## config.mk

```make
export PLATFORM = sky130hd
export DESIGN_NAME = i2c_frame_sequencer_flat
export DESIGN_NICKNAME = d
export VERILOG_FILES = /design/src/rtl/i2c_an_pkg.sv /design/src/rtl/i2c_frame_sequencer_if.sv /design/src/rtl/i2c_line_sync.sv /design/src/rtl/i2c_frame_sequencer.sv /design/src/flat_wrapper.sv
export SDC_FILE = /design/constraint.sdc
export NUM_CORES = 1
export LEC_CHECK = 0
export CORE_AREA = 2 2 74 76
export DETAILED_ROUTE_END_ITERATION = 6
export DIE_AREA = 0 0 76 78
export PLACE_DENSITY = 0.7
export SYNTH_ARGS = -nofsm -noshare
export SYNTH_HDL_FRONTEND = slang
export SYNTH_SLANG_ARGS = --single-unit
```

## constraint.sdc

```tcl
create_clock -name clk -period 1.7 [get_ports clk]
set_clock_uncertainty 0.1 [all_clocks]
set_input_delay 0.51 -clock clk [delete_from_list [all_inputs] [get_ports clk]]
set_output_delay 0.51 -clock clk [all_outputs]
set_load 0.02 [all_outputs]
```

## src/rtl/i2c_an_pkg.sv

```systemverilog
// Shared types and constants for the I2C frame sequencer.
package i2c_an_pkg;

  typedef enum logic [1:0] {
    ST_IDLE,
    ST_ADDR,
    ST_DATA,
    ST_HOLD
  } state_t;

  localparam int   I2C_BITS_PER_FRAME = 9;
  localparam logic I2C_ACK            = 1'b0;

endpackage

```

## src/rtl/i2c_frame_sequencer_if.sv

```systemverilog
// Bus pins and decoded event bundle of the I2C frame sequencer.
interface i2c_frame_sequencer_if #(
  parameter int FRAME_CNT_W = 16
);

  logic                   scl;
  logic                   sda;
  logic                   start_det;
  logic                   rstart_det;
  logic                   stop_det;
  logic                   byte_valid;
  logic [7:0]             byte_data;
  logic                   byte_is_addr;
  logic                   byte_ack;
  logic                   rw;
  logic                   busy;
  logic                   frame_err;
  logic [FRAME_CNT_W-1:0] frame_cnt;

  modport slave (
    input  scl, sda,
    output start_det, rstart_det, stop_det,
    output byte_valid, byte_data, byte_is_addr,
    output byte_ack, rw, busy, frame_err,
    output frame_cnt
  );

  modport master (
    output scl, sda,
    input  start_det, rstart_det, stop_det,
    input  byte_valid, byte_data, byte_is_addr,
    input  byte_ack, rw, busy, frame_err,
    input  frame_cnt
  );

endinterface

```

## src/rtl/i2c_line_sync.sv

```systemverilog
// Per-line synchroniser, idles high; optional 3-sample agreement
// filter when I2C_GLITCH_FILTER_EN is defined.
module i2c_line_sync #(
  parameter int SYNC_STAGES = 2
) (
  input  logic clk,
  input  logic reset,
  input  logic d,
  output logic q
);

  logic [SYNC_STAGES-1:0] chain;

  always_ff @(posedge clk) begin
    if (reset) begin
      chain <= '1;
    end else begin
      chain <= {chain[SYNC_STAGES-2:0], d};
    end
  end

`ifdef I2C_GLITCH_FILTER_EN
  logic s;
  logic h1;
  logic h2;
  logic held;

  assign s = chain[SYNC_STAGES-1];

  always_ff @(posedge clk) begin
    if (reset) begin
      h1   <= 1'b1;
      h2   <= 1'b1;
      held <= 1'b1;
    end else begin
      h1   <= s;
      h2   <= h1;
      held <= q;
    end
  end

  // Follow the line only once three consecutive samples agree
  assign q = (s == h1 && h1 == h2) ? s : held;
`else
  assign q = chain[SYNC_STAGES-1];
`endif

endmodule

```

## src/rtl/i2c_frame_sequencer.sv

```systemverilog
// I2C transaction decoder: START/STOP detection, byte framing, tagging.
// Optional glitch filter: define I2C_GLITCH_FILTER_EN.
module i2c_frame_sequencer
  import i2c_an_pkg::*;
#(
  parameter int SYNC_STAGES = 2,
  parameter int FRAME_CNT_W = 16
) (
  input  logic                  clk,
  input  logic                  reset,
  i2c_frame_sequencer_if.slave  bus
);

  localparam logic [3:0] LAST_BIT = 4'(I2C_BITS_PER_FRAME - 1);

  logic scl_s, sda_s;
  logic scl_p, sda_p;
  logic start_e, stop_e, rise_e, sda_e;

  state_t                 state;
  logic [3:0]             bit_cnt;
  logic [7:0]             shreg;
  logic                   partial;

  logic                   start_det, rstart_det, stop_det;
  logic                   byte_valid, byte_is_addr, byte_ack;
  logic [7:0]             byte_data;
  logic                   rw, busy, frame_err;
  logic [FRAME_CNT_W-1:0] frame_cnt;

  i2c_line_sync #(.SYNC_STAGES(SYNC_STAGES)) u_scl (
    .clk   (clk),
    .reset (reset),
    .d     (bus.scl),
    .q     (scl_s)
  );

  i2c_line_sync #(.SYNC_STAGES(SYNC_STAGES)) u_sda (
    .clk   (clk),
    .reset (reset),
    .d     (bus.sda),
    .q     (sda_s)
  );

  always_ff @(posedge clk) begin
    if (reset) begin
      scl_p   <= 1'b1;
      sda_p   <= 1'b1;
      start_e <= 1'b0;
      stop_e  <= 1'b0;
      rise_e  <= 1'b0;
      sda_e   <= 1'b0;
    end else begin
      scl_p   <= scl_s;
      sda_p   <= sda_s;
      start_e <= scl_p & scl_s & sda_p & ~sda_s;
      stop_e  <= scl_p & scl_s & ~sda_p & sda_s;
      rise_e  <= ~scl_p & scl_s;
      sda_e   <= sda_s;
    end
  end

  assign partial = (bit_cnt != 4'd0) && (state != ST_HOLD);

  always_ff @(posedge clk) begin
    if (reset) begin
      state        <= ST_IDLE;
      bit_cnt      <= 4'd0;
      shreg        <= 8'd0;
      start_det    <= 1'b0;
      rstart_det   <= 1'b0;
      stop_det     <= 1'b0;
      byte_valid   <= 1'b0;
      byte_data    <= 8'd0;
      byte_is_addr <= 1'b0;
      byte_ack     <= 1'b0;
      rw           <= 1'b0;
      busy         <= 1'b0;
      frame_err    <= 1'b0;
      frame_cnt    <= '0;
    end else begin
      start_det  <= 1'b0;
      rstart_det <= 1'b0;
      stop_det   <= 1'b0;
      byte_valid <= 1'b0;
      frame_err  <= 1'b0;
      unique case (1'b1)
        start_e: begin
          start_det  <= (state == ST_IDLE);
          rstart_det <= (state != ST_IDLE);
          frame_err  <= partial;
          state      <= ST_ADDR;
          bit_cnt    <= 4'd0;
          busy       <= 1'b1;
        end
        stop_e: begin
          stop_det  <= 1'b1;
          frame_err <= partial;
          if (state != ST_IDLE && !partial)
            frame_cnt <= frame_cnt + 1'b1;
          state     <= ST_IDLE;
          bit_cnt   <= 4'd0;
          busy      <= 1'b0;
        end
        rise_e: begin
          if (state == ST_ADDR || state == ST_DATA) begin
            if (bit_cnt == LAST_BIT) begin
              byte_valid   <= 1'b1;
              byte_data    <= shreg;
              byte_is_addr <= (state == ST_ADDR);
              byte_ack     <= sda_e;
              if (state == ST_ADDR)
                rw <= shreg[0];
              bit_cnt <= 4'd0;
              state   <= (sda_e == I2C_ACK) ? ST_DATA : ST_HOLD;
            end else begin
              shreg   <= {shreg[6:0], sda_e};
              bit_cnt <= bit_cnt + 4'd1;
            end
          end
        end
        default: ;
      endcase
    end
  end

  assign bus.start_det    = start_det;
  assign bus.rstart_det   = rstart_det;
  assign bus.stop_det     = stop_det;
  assign bus.byte_valid   = byte_valid;
  assign bus.byte_data    = byte_data;
  assign bus.byte_is_addr = byte_is_addr;
  assign bus.byte_ack     = byte_ack;
  assign bus.rw           = rw;
  assign bus.busy         = busy;
  assign bus.frame_err    = frame_err;
  assign bus.frame_cnt    = frame_cnt;

endmodule

```

## src/flat_wrapper.sv

```systemverilog
// flat-port wrapper written by rule: the top's interface ports become plain ports
module i2c_frame_sequencer_flat import i2c_an_pkg::*;
#(
  parameter int SYNC_STAGES = 2,
  parameter int FRAME_CNT_W = 16
)
  (clk, reset, bus_scl, bus_sda, bus_start_det, bus_rstart_det, bus_stop_det, bus_byte_valid, bus_byte_data, bus_byte_is_addr, bus_byte_ack, bus_rw, bus_busy, bus_frame_err, bus_frame_cnt);
  i2c_frame_sequencer_if #(.FRAME_CNT_W(FRAME_CNT_W)) bus_i ();
  input  logic clk;
  input  logic reset;
  input wire logic [$bits(bus_i.scl)-1:0] bus_scl;
  input wire logic [$bits(bus_i.sda)-1:0] bus_sda;
  output wire logic [$bits(bus_i.start_det)-1:0] bus_start_det;
  output wire logic [$bits(bus_i.rstart_det)-1:0] bus_rstart_det;
  output wire logic [$bits(bus_i.stop_det)-1:0] bus_stop_det;
  output wire logic [$bits(bus_i.byte_valid)-1:0] bus_byte_valid;
  output wire logic [$bits(bus_i.byte_data)-1:0] bus_byte_data;
  output wire logic [$bits(bus_i.byte_is_addr)-1:0] bus_byte_is_addr;
  output wire logic [$bits(bus_i.byte_ack)-1:0] bus_byte_ack;
  output wire logic [$bits(bus_i.rw)-1:0] bus_rw;
  output wire logic [$bits(bus_i.busy)-1:0] bus_busy;
  output wire logic [$bits(bus_i.frame_err)-1:0] bus_frame_err;
  output wire logic [$bits(bus_i.frame_cnt)-1:0] bus_frame_cnt;
  assign bus_i.scl = bus_scl;
  assign bus_i.sda = bus_sda;
  assign bus_start_det = bus_i.start_det;
  assign bus_rstart_det = bus_i.rstart_det;
  assign bus_stop_det = bus_i.stop_det;
  assign bus_byte_valid = bus_i.byte_valid;
  assign bus_byte_data = bus_i.byte_data;
  assign bus_byte_is_addr = bus_i.byte_is_addr;
  assign bus_byte_ack = bus_i.byte_ack;
  assign bus_rw = bus_i.rw;
  assign bus_busy = bus_i.busy;
  assign bus_frame_err = bus_i.frame_err;
  assign bus_frame_cnt = bus_i.frame_cnt;
  i2c_frame_sequencer #(.SYNC_STAGES(SYNC_STAGES), .FRAME_CNT_W(FRAME_CNT_W)) u_core (.clk(clk), .reset(reset), .bus(bus_i));
endmodule
```

==> metrics, run 1 <==
Max-slew headroom 74.2%; Antenna Nets Post-Route 0; number of enable flip-flop cells after synthesis 0; IR Drop Worst-Case VDD 0.605 mV; Ant. Diodes 0; area growth from synthesis to layout 41.9%; number of iterations in the first detailed-routing pass 4; number of synthesized register bits 57; WP data required 1.85 ns; type of element launching the critical path register; wire length reported by the detailed router 4620 µm; arrival time at the worst endpoint 1.91 ns; most numerous cell in the Yosys netlist dfxtp_1; worst-skew pair later-pin latency 0.33 ns; initial antenna violation count 0; clock tree buffer depth 2; clock tree from TritonCTS built; syn_nets 247; starting density of the core 43.9%; unrepaired setup endpoints after global routing yes; cell area after synthesis 0.00221 mm²; total power draw 2.53 mW; worst hold path type reg2reg; total CTS buffers 9; distinct cell type count after synthesis 39; top post-synthesis cells by area dfxtp_1 52%, a21oi_1 5.0%, nand2_1 4.6%, mux2i_1 4.1%, ha_1 3.4%; global routing usage summed across all routing layers 15.7%; die area 0.00593 mm²; die boundary height 78 µm; chip width 76 µm; part of the Yosys area used for sequential elements 51.5%; setup slack after layout -0.0566 ns; count of final setup violators 9; port bufs 36; fin crit period 1.76 ns; peak clock frequency supported by timing 0.569 GHz; fraction of post-synthesis cell area in the top cell type by area 51.5%; global route overflow 0; global-route wire length before repair 7570 µm; maximum number of pins on one net before global-route repair 25; count of clock tree sinks 57; placement row count 26; number of cells on the worst reg-to-reg path 7; Primary FF master, synth dfxtp_1; cts hold-fix bufs 0; root buffer selected by CTS clkbuf_8; DRT iter0 DRCs 125; DP HPWL 3100 µm; critical path endpoint category register; MaxCap Viol Count 0; Critical Setup Path Class reg2reg; run status finished, violations left; Core Region 0.00504 mm²; detail-routed via count per cell 4.96; final-report hold violation count 0; clock-pin transition on the worst setup and hold timing paths 0.06 ns; final slew viol count 0; power density relative to cell area 804 mW/mm²; via count of the first global-routing pass 1,754; total I/O pin count 37; Wirelength per Cell 12.2 µm; final estimated routing congestion in global placement 0.768; total number of H-tree levels 3; number of warnings reported in the yosys synthesis log 0; count of nets after finishing 315; Leak 1.26 nW; slew of the pin with the lowest slew margin 0.386 ns; maximum fanout encountered on the critical timing path 7; DRC violation count after routing 0; mean area per synthesized cell 9.34 µm²; library cell with the largest summed area after synthesis dfxtp_1; cell types with the highest counts after synthesis 57 x dfxtp_1, 27 x nand2_1, 22 x a21oi_1; fraction of registers with async set/reset 0%; post-route fraction of the period consumed by the critical path 103%; synthesized netlist cell count 237; violations in the final reports setup timing; instance count along the most critical hold path 1; worst slack at placement -0.125 ns; share of cells above drive strength 1 28.1%; via count 1,883
-- cells by family after synthesis --
group                    Yosys count  synth area share (%)
AO/OA/AOI/OAI                     48                  13.1
XOR/XNOR                           6                  2.37
adder cells (fa/ha/maj)            6                  3.39
buffers and inverters             17                  2.99
flip-flops                        57                  51.5
multiplexers                       9                  4.07
AND/OR/NAND/NOR                   94                  22.5
-- flip-flops by register name (all words and copies together), names as in the netlist, 2 cells and up --
name / flops
u_core.u_scl.chain: 2
u_core.state: 2
u_core.bus.byte_data: 8
u_core.u_sda.chain: 2
u_core.shreg: 8
u_core.bus.frame_cnt: 16
u_core.bit_cnt: 4
-- per-stage QoR --
stage               cell area, µm²  utilization (%)  std cells  TNS [ns]  hold slack (ns)
global route                  3140             62.3        380     -1.01            0.311
global placement              2860             56.7        360    -0.194            0.291
finish                        3140             62.3        380    -0.239            0.317
CTS                           3050             60.5        379    -0.272            0.308
detailed placement            2860             56.7        360    -0.553            0.302
floorplan                     2240                -        237    -0.110            0.288
-- cell type report --
type / instances / area (µm²)
fill: 432 / 1900
inverter: 7 / 26.3
clock inverter: 2 / 12.5
tap: 70 / 87.6
clock buffer: 14 / 163
timing repair buffer: 67 / 571
multi-input combinational: 163 / 1130
sequential: 57 / 1150
-- power breakdown --
part | internal [mW] | switching (mW) | total, mW
sequential | 1.35 | 0.00708 | 1.35
combinational | 0.0281 | 0.0362 | 0.0644
clock | 0.607 | 0.501 | 1.11
-- routing by layer --
metal | part of all wire, % | vias up | GRT usage, % | wire length (µm)
met4 | 1.3 | 0 | 7.64 | 60
li1 | - | 966 | - | -
met3 | 4.0 | 7 | 3.95 | 185
met2 | 47 | 39 | 25.4 | 2180
met5 | 0 | - | 0 | 0
met1 | 47 | 871 | 19.7 | 2190
-- final timing paths --
path / endpoint / startpoint / slack, ns
worst max-delay path: u_core.bus.frame_cnt[9] / u_core.bit_cnt[1] / -0.06
worst min register to register: u_core.u_scl.chain[1] / u_core.u_scl.chain[0] / 0.32
worst max register to register: u_core.bus.frame_cnt[9] / u_core.bit_cnt[1] / -0.06
worst min-delay path: u_core.u_scl.chain[1] / u_core.u_scl.chain[0] / 0.32
-- placed cells by master (no fill, tap or decap), types with 7 or more instances in the layout --
cell type       n
a21oi_1        15
dlygate4sd2_1  28
buf_4          25
mux2i_1         9
nor2_1         19
clkbuf_8       11
dfxtp_1        50
dfxtp_2         7
o21ai_0         9
a21oi_2         7
nand2_1        26
-- worst max-delay path: stages (launching register included) --
cell and delay [ns]:
dfxtp_2 0.32, inv_2 0.07, ha_4 0.13, nor3b_4 0.23, o2111ai_4 0.21, buf_6 0.17
or3_4 0.33, a21oi_2 0.12
-- what timing repair did --
item | CTS | global route
buffers inserted | 3 | 1
gates cloned | 0 | 1
pin swaps | 4 | 7
setup endpoints to repair | 40 | 36
gates resized for setup | 40 | 32
No activity file was read; power rests on OpenSTA's default activity.
==> inputs of run 2 (changes only) <==
--- a/config.mk
+++ b/config.mk
@@ -9,6 +9,8 @@
 export DETAILED_ROUTE_END_ITERATION = 6
 export DIE_AREA = 0 0 76 78
-export PLACE_DENSITY = 0.7
+export GPL_ROUTABILITY_DRIVEN = 0
+export PLACE_DENSITY = 0.71
 export SYNTH_ARGS = -nofsm -noshare
 export SYNTH_HDL_FRONTEND = slang
+export SYNTH_HIERARCHICAL = 1
 export SYNTH_SLANG_ARGS = --single-unit
==> constraint.sdc (replaced) <==
create_clock -name clk -period 1.7 [get_ports clk]
set_clock_uncertainty 0.1 [all_clocks]
set_input_delay 0.17 -clock clk [delete_from_list [all_inputs] [get_ports clk]]
set_output_delay 0.17 -clock clk [all_outputs]
set_load 0.02 [all_outputs]
==> metrics, run 2 <==
register containing the most flip-flops in the final layout u_core/bus.frame_cnt (was u_core.bus.frame_cnt); Wirelength per Cell 12.0 µm (was 12.2 µm); count of clock tree sinks 57 (unchanged); DRC violation count after routing 0 (unchanged); starting density of the core 45.0% (was 43.9%); root buffer selected by CTS clkbuf_8 (unchanged); maximum fanout encountered on the critical timing path 5 (was 7); fraction of post-synthesis cell area in the top cell type by area 50.3% (was 51.5%); Filler Cells Inserted 443 (was 432); area growth from synthesis to layout 37.1% (was 41.9%); part of the Yosys area used for sequential elements 50.3% (was 51.5%); maximum number of pins on one net before global-route repair 29 (was 25); cell area after synthesis 0.00227 mm² (was 0.00221 mm²); number of iterations in the first detailed-routing pass 4 (unchanged); capturing element of the worst setup path u_core/bus.frame_cnt[11] (was u_core.bus.frame_cnt[9]); number of cells on the worst reg-to-reg path 6 (was 7); CP peak stage delay 0.38 ns (was 0.33 ns); initial antenna violation count 0 (unchanged); type of element launching the critical path register (unchanged); number of enable flip-flop cells after synthesis 0 (unchanged); start point of the critical path u_core/state[1] (was u_core.bit_cnt[1]); cell types with the highest counts after synthesis 57 x dfxtp_1, 35 x nand2_1, 28 x a21oi_1 (was 57 x dfxtp_1, 27 x nand2_1, 22 x a21oi_1); post-route fraction of the period consumed by the critical path 98.7% (was 103%); run status completed (was finished, violations left); die area 0.00593 mm² (unchanged); fin crit period 1.68 ns (was 1.76 ns); arrival time at the worst endpoint 1.84 ns (was 1.91 ns); registers with the highest flip-flop counts u_core/bus.frame_cnt x16, u_core/bus.byte_data x8, u_core/shreg x8 (was u_core.bus.frame_cnt x16, u_core.bus.byte_data x8, u_core.shreg x8); clock-pin transition on the worst setup and hold timing paths 0.06 ns (about the same); MaxCap Viol Count 0 (unchanged); Critical Setup Path Class reg2reg (unchanged); port bufs 36 (unchanged); Antenna Nets Post-Route 0 (unchanged); unrepaired setup endpoints after global routing yes (unchanged); worst reg2reg endpoint u_core/bus.frame_cnt[11] (was u_core.bus.frame_cnt[9]); global routing usage summed across all routing layers 15.8% (was 15.7%); count of nets after finishing 319 (was 315); reg2reg start u_core/state[1] (was u_core.bit_cnt[1]); worst hold path type in2reg (was reg2reg); final slew viol count 0 (unchanged); chip width 76 µm (unchanged); Finished Layout Cells 383 (was 380); clock tree buffer depth 2 (unchanged); via count of the first global-routing pass 1,738 (was 1,754); master of the slowest instance on the critical path and4b_2 (was or3_4); Primary FF master, synth dfxtp_1 (unchanged); Leak 1.17 nW (was 1.26 nW); top post-synthesis cells by area dfxtp_1 50%, a21oi_1 6.2%, nand2_1 5.8%, xor2_1 3.9%, ha_1 3.3% (was dfxtp_1 52%, a21oi_1 5.0%, nand2_1 4.6%, mux2i_1 4.1%, ha_1 3.4%); total power draw 2.47 mW (was 2.53 mW); DRT iter0 DRCs 60 (was 125); DP HPWL 3070 µm (was 3100 µm); synthesized netlist cell count 248 (was 237); worst slack at placement -0.0519 ns (was -0.125 ns); global route overflow 0 (unchanged); power density relative to cell area 794 mW/mm² (was 804 mW/mm²); Hold Startpoint bus_sda (was u_core.u_scl.chain[0]); IR Drop Worst-Case VDD 0.598 mV (was 0.605 mV); global-route wire length before repair 7530 µm (was 7570 µm); detail-routed via count per cell 4.93 (was 4.96); total CTS buffers 9 (unchanged); share of cells above drive strength 1 21.4% (was 28.1%); total instance count after detailed placement 364 (was 360); critical path endpoint category register (unchanged); number of synthesized register bits 57 (unchanged); cell-by-cell listing of the critical path inv_2 -> ha_4 -> and4b_2 -> o211ai_4 -> or3_1 -> a21oi_2 (was inv_2 -> ha_4 -> nor3b_4 -> o2111ai_4 -> buf_6 -> or3_4 -> a21oi_2); via count 1,889 (was 1,883); worst-skew pair later-pin latency 0.33 ns (about the same); worst hold margin 0.303 ns (was 0.317 ns); syn_nets 258 (was 247); count of final setup violators 0 (was 9); setup TNS 0 ns (was -0.239 ns); die boundary height 78 µm (unchanged); distinct cell type count after synthesis 37 (was 39); Core Region 0.00504 mm² (unchanged); most numerous cell in the Yosys netlist dfxtp_1 (unchanged); library cell with the largest summed area after synthesis dfxtp_1 (unchanged); final-report hold violation count 0 (unchanged); commonest non-fill, non-tap cell in the layout dfxtp_1 (unchanged); setup slack after layout 0.0222 ns (was -0.0566 ns); Max-slew headroom 78.2% (was 74.2%); reg-to-reg setup timing slack 0.02 ns (was -0.06 ns); placement row count 26 (unchanged); total number of H-tree levels 3 (unchanged); cts hold-fix bufs 0 (unchanged); fraction of registers with async set/reset 0% (unchanged); Ant. Diodes 0 (unchanged); max reg flops 16 (unchanged); clock tree from TritonCTS built (unchanged); wire length reported by the detailed router 4580 µm (was 4620 µm); mean area per synthesized cell 9.14 µm² (was 9.34 µm²); total I/O pin count 37 (unchanged); WP data required 1.86 ns (was 1.85 ns); peak clock frequency supported by timing 0.596 GHz (was 0.569 GHz); commonest non-fill, non-tap cells in the layout 53 x dfxtp_1, 34 x nand2_1, 33 x clkdlybuf4s50_1, 26 x a21oi_1, 25 x buf_4 (was 50 x dfxtp_1, 28 x dlygate4sd2_1, 26 x nand2_1, 25 x buf_4, 19 x nor2_1); slew of the pin with the lowest slew margin 0.318 ns (was 0.386 ns); number of warnings reported in the yosys synthesis log 6 (was 0)
## run 2: logic make-up (layout without fill, tap and decap cells)
group	Yosys count	after routing	share of synthesized area, %
AND/OR/NAND/NOR	104	104	23.7
flip-flops	57	57	50.3
AO/OA/AOI/OAI	49	49	13.1
buffers and inverters	20	85	4.91
XOR/XNOR	11	11	4.25
adder cells (fa/ha/maj)	6	6	3.31
multiplexers	1	1	0.442
## run 2: area by class of cell
type	count	area [µm²]	share of cell area [%]
Timing Repair Buffer	64	614	19.8
Clock inverter	4	20.0	0.644
Inverter	6	22.5	0.724
Clock buffer	11	141	4.55
Multi-Input combinational cell	171	1080	34.6
Sequential cell	57	1150	36.9
Tap cell	70	87.6	2.82
## run 2: layer usage
layer / track usage (%) / share of wire [%] / wire, µm
met5: 0 / 0 / 0
met4: 7.45 / 0.85 / 39
met3: 4.53 / 4.4 / 200
met2: 26.8 / 48 / 2200
met1: 18.6 / 47 / 2140
## run 2: stage by stage
step	utilization, %	cell area [µm²]
detailed placement	55.9	2820
CTS	60.2	3040
floorplan	-	2270
finish	61.7	3110
global route	61.7	3110
global placement	55.9	2820
## run 2: worst min path at each step
stage	to	slack, ns	depth (start not counted)
global route	u_core/u_sda/chain[0]	0.32	2
global placement	u_core/u_scl/chain[1]	0.29	1
detailed placement	u_core/u_sda/chain[1]	0.29	1
floorplan	u_core/state[0]	0.15	1
finish	u_core/u_sda/chain[0]	0.30	2
CTS	u_core/u_sda/chain[0]	0.29	2
## run 2: power breakdown
| part | internal [mW] | leakage (nW) | switching [mW] |
|---|---|---|---|
| clock | 0.550 | 0.0887 | 0.500 |
| combinational | 0.0294 | 0.614 | 0.0356 |
| sequential | 1.35 | 0.463 | 0.00679 |
| total | 1.93 | 1.17 | 0.542 |
## run 2: critical path, delay by kind of cell, from the launching register on
| family | cells | cell delay [ns] |
|---|---|---|
| flops | 1 | 0.33 |
| compound gates | 2 | 0.23 |
| simple gates | 2 | 0.75 |
| fa+ha+maj | 1 | 0.15 |
| buf+inv | 1 | 0.05 |
## run 2: what timing repair did
item                                    CTS  global route
pin swaps                                 6             8
setup buffers                             1             2
gates cloned                              1             0
endpoints found under the setup margin    7            26
resized for setup                         6            22
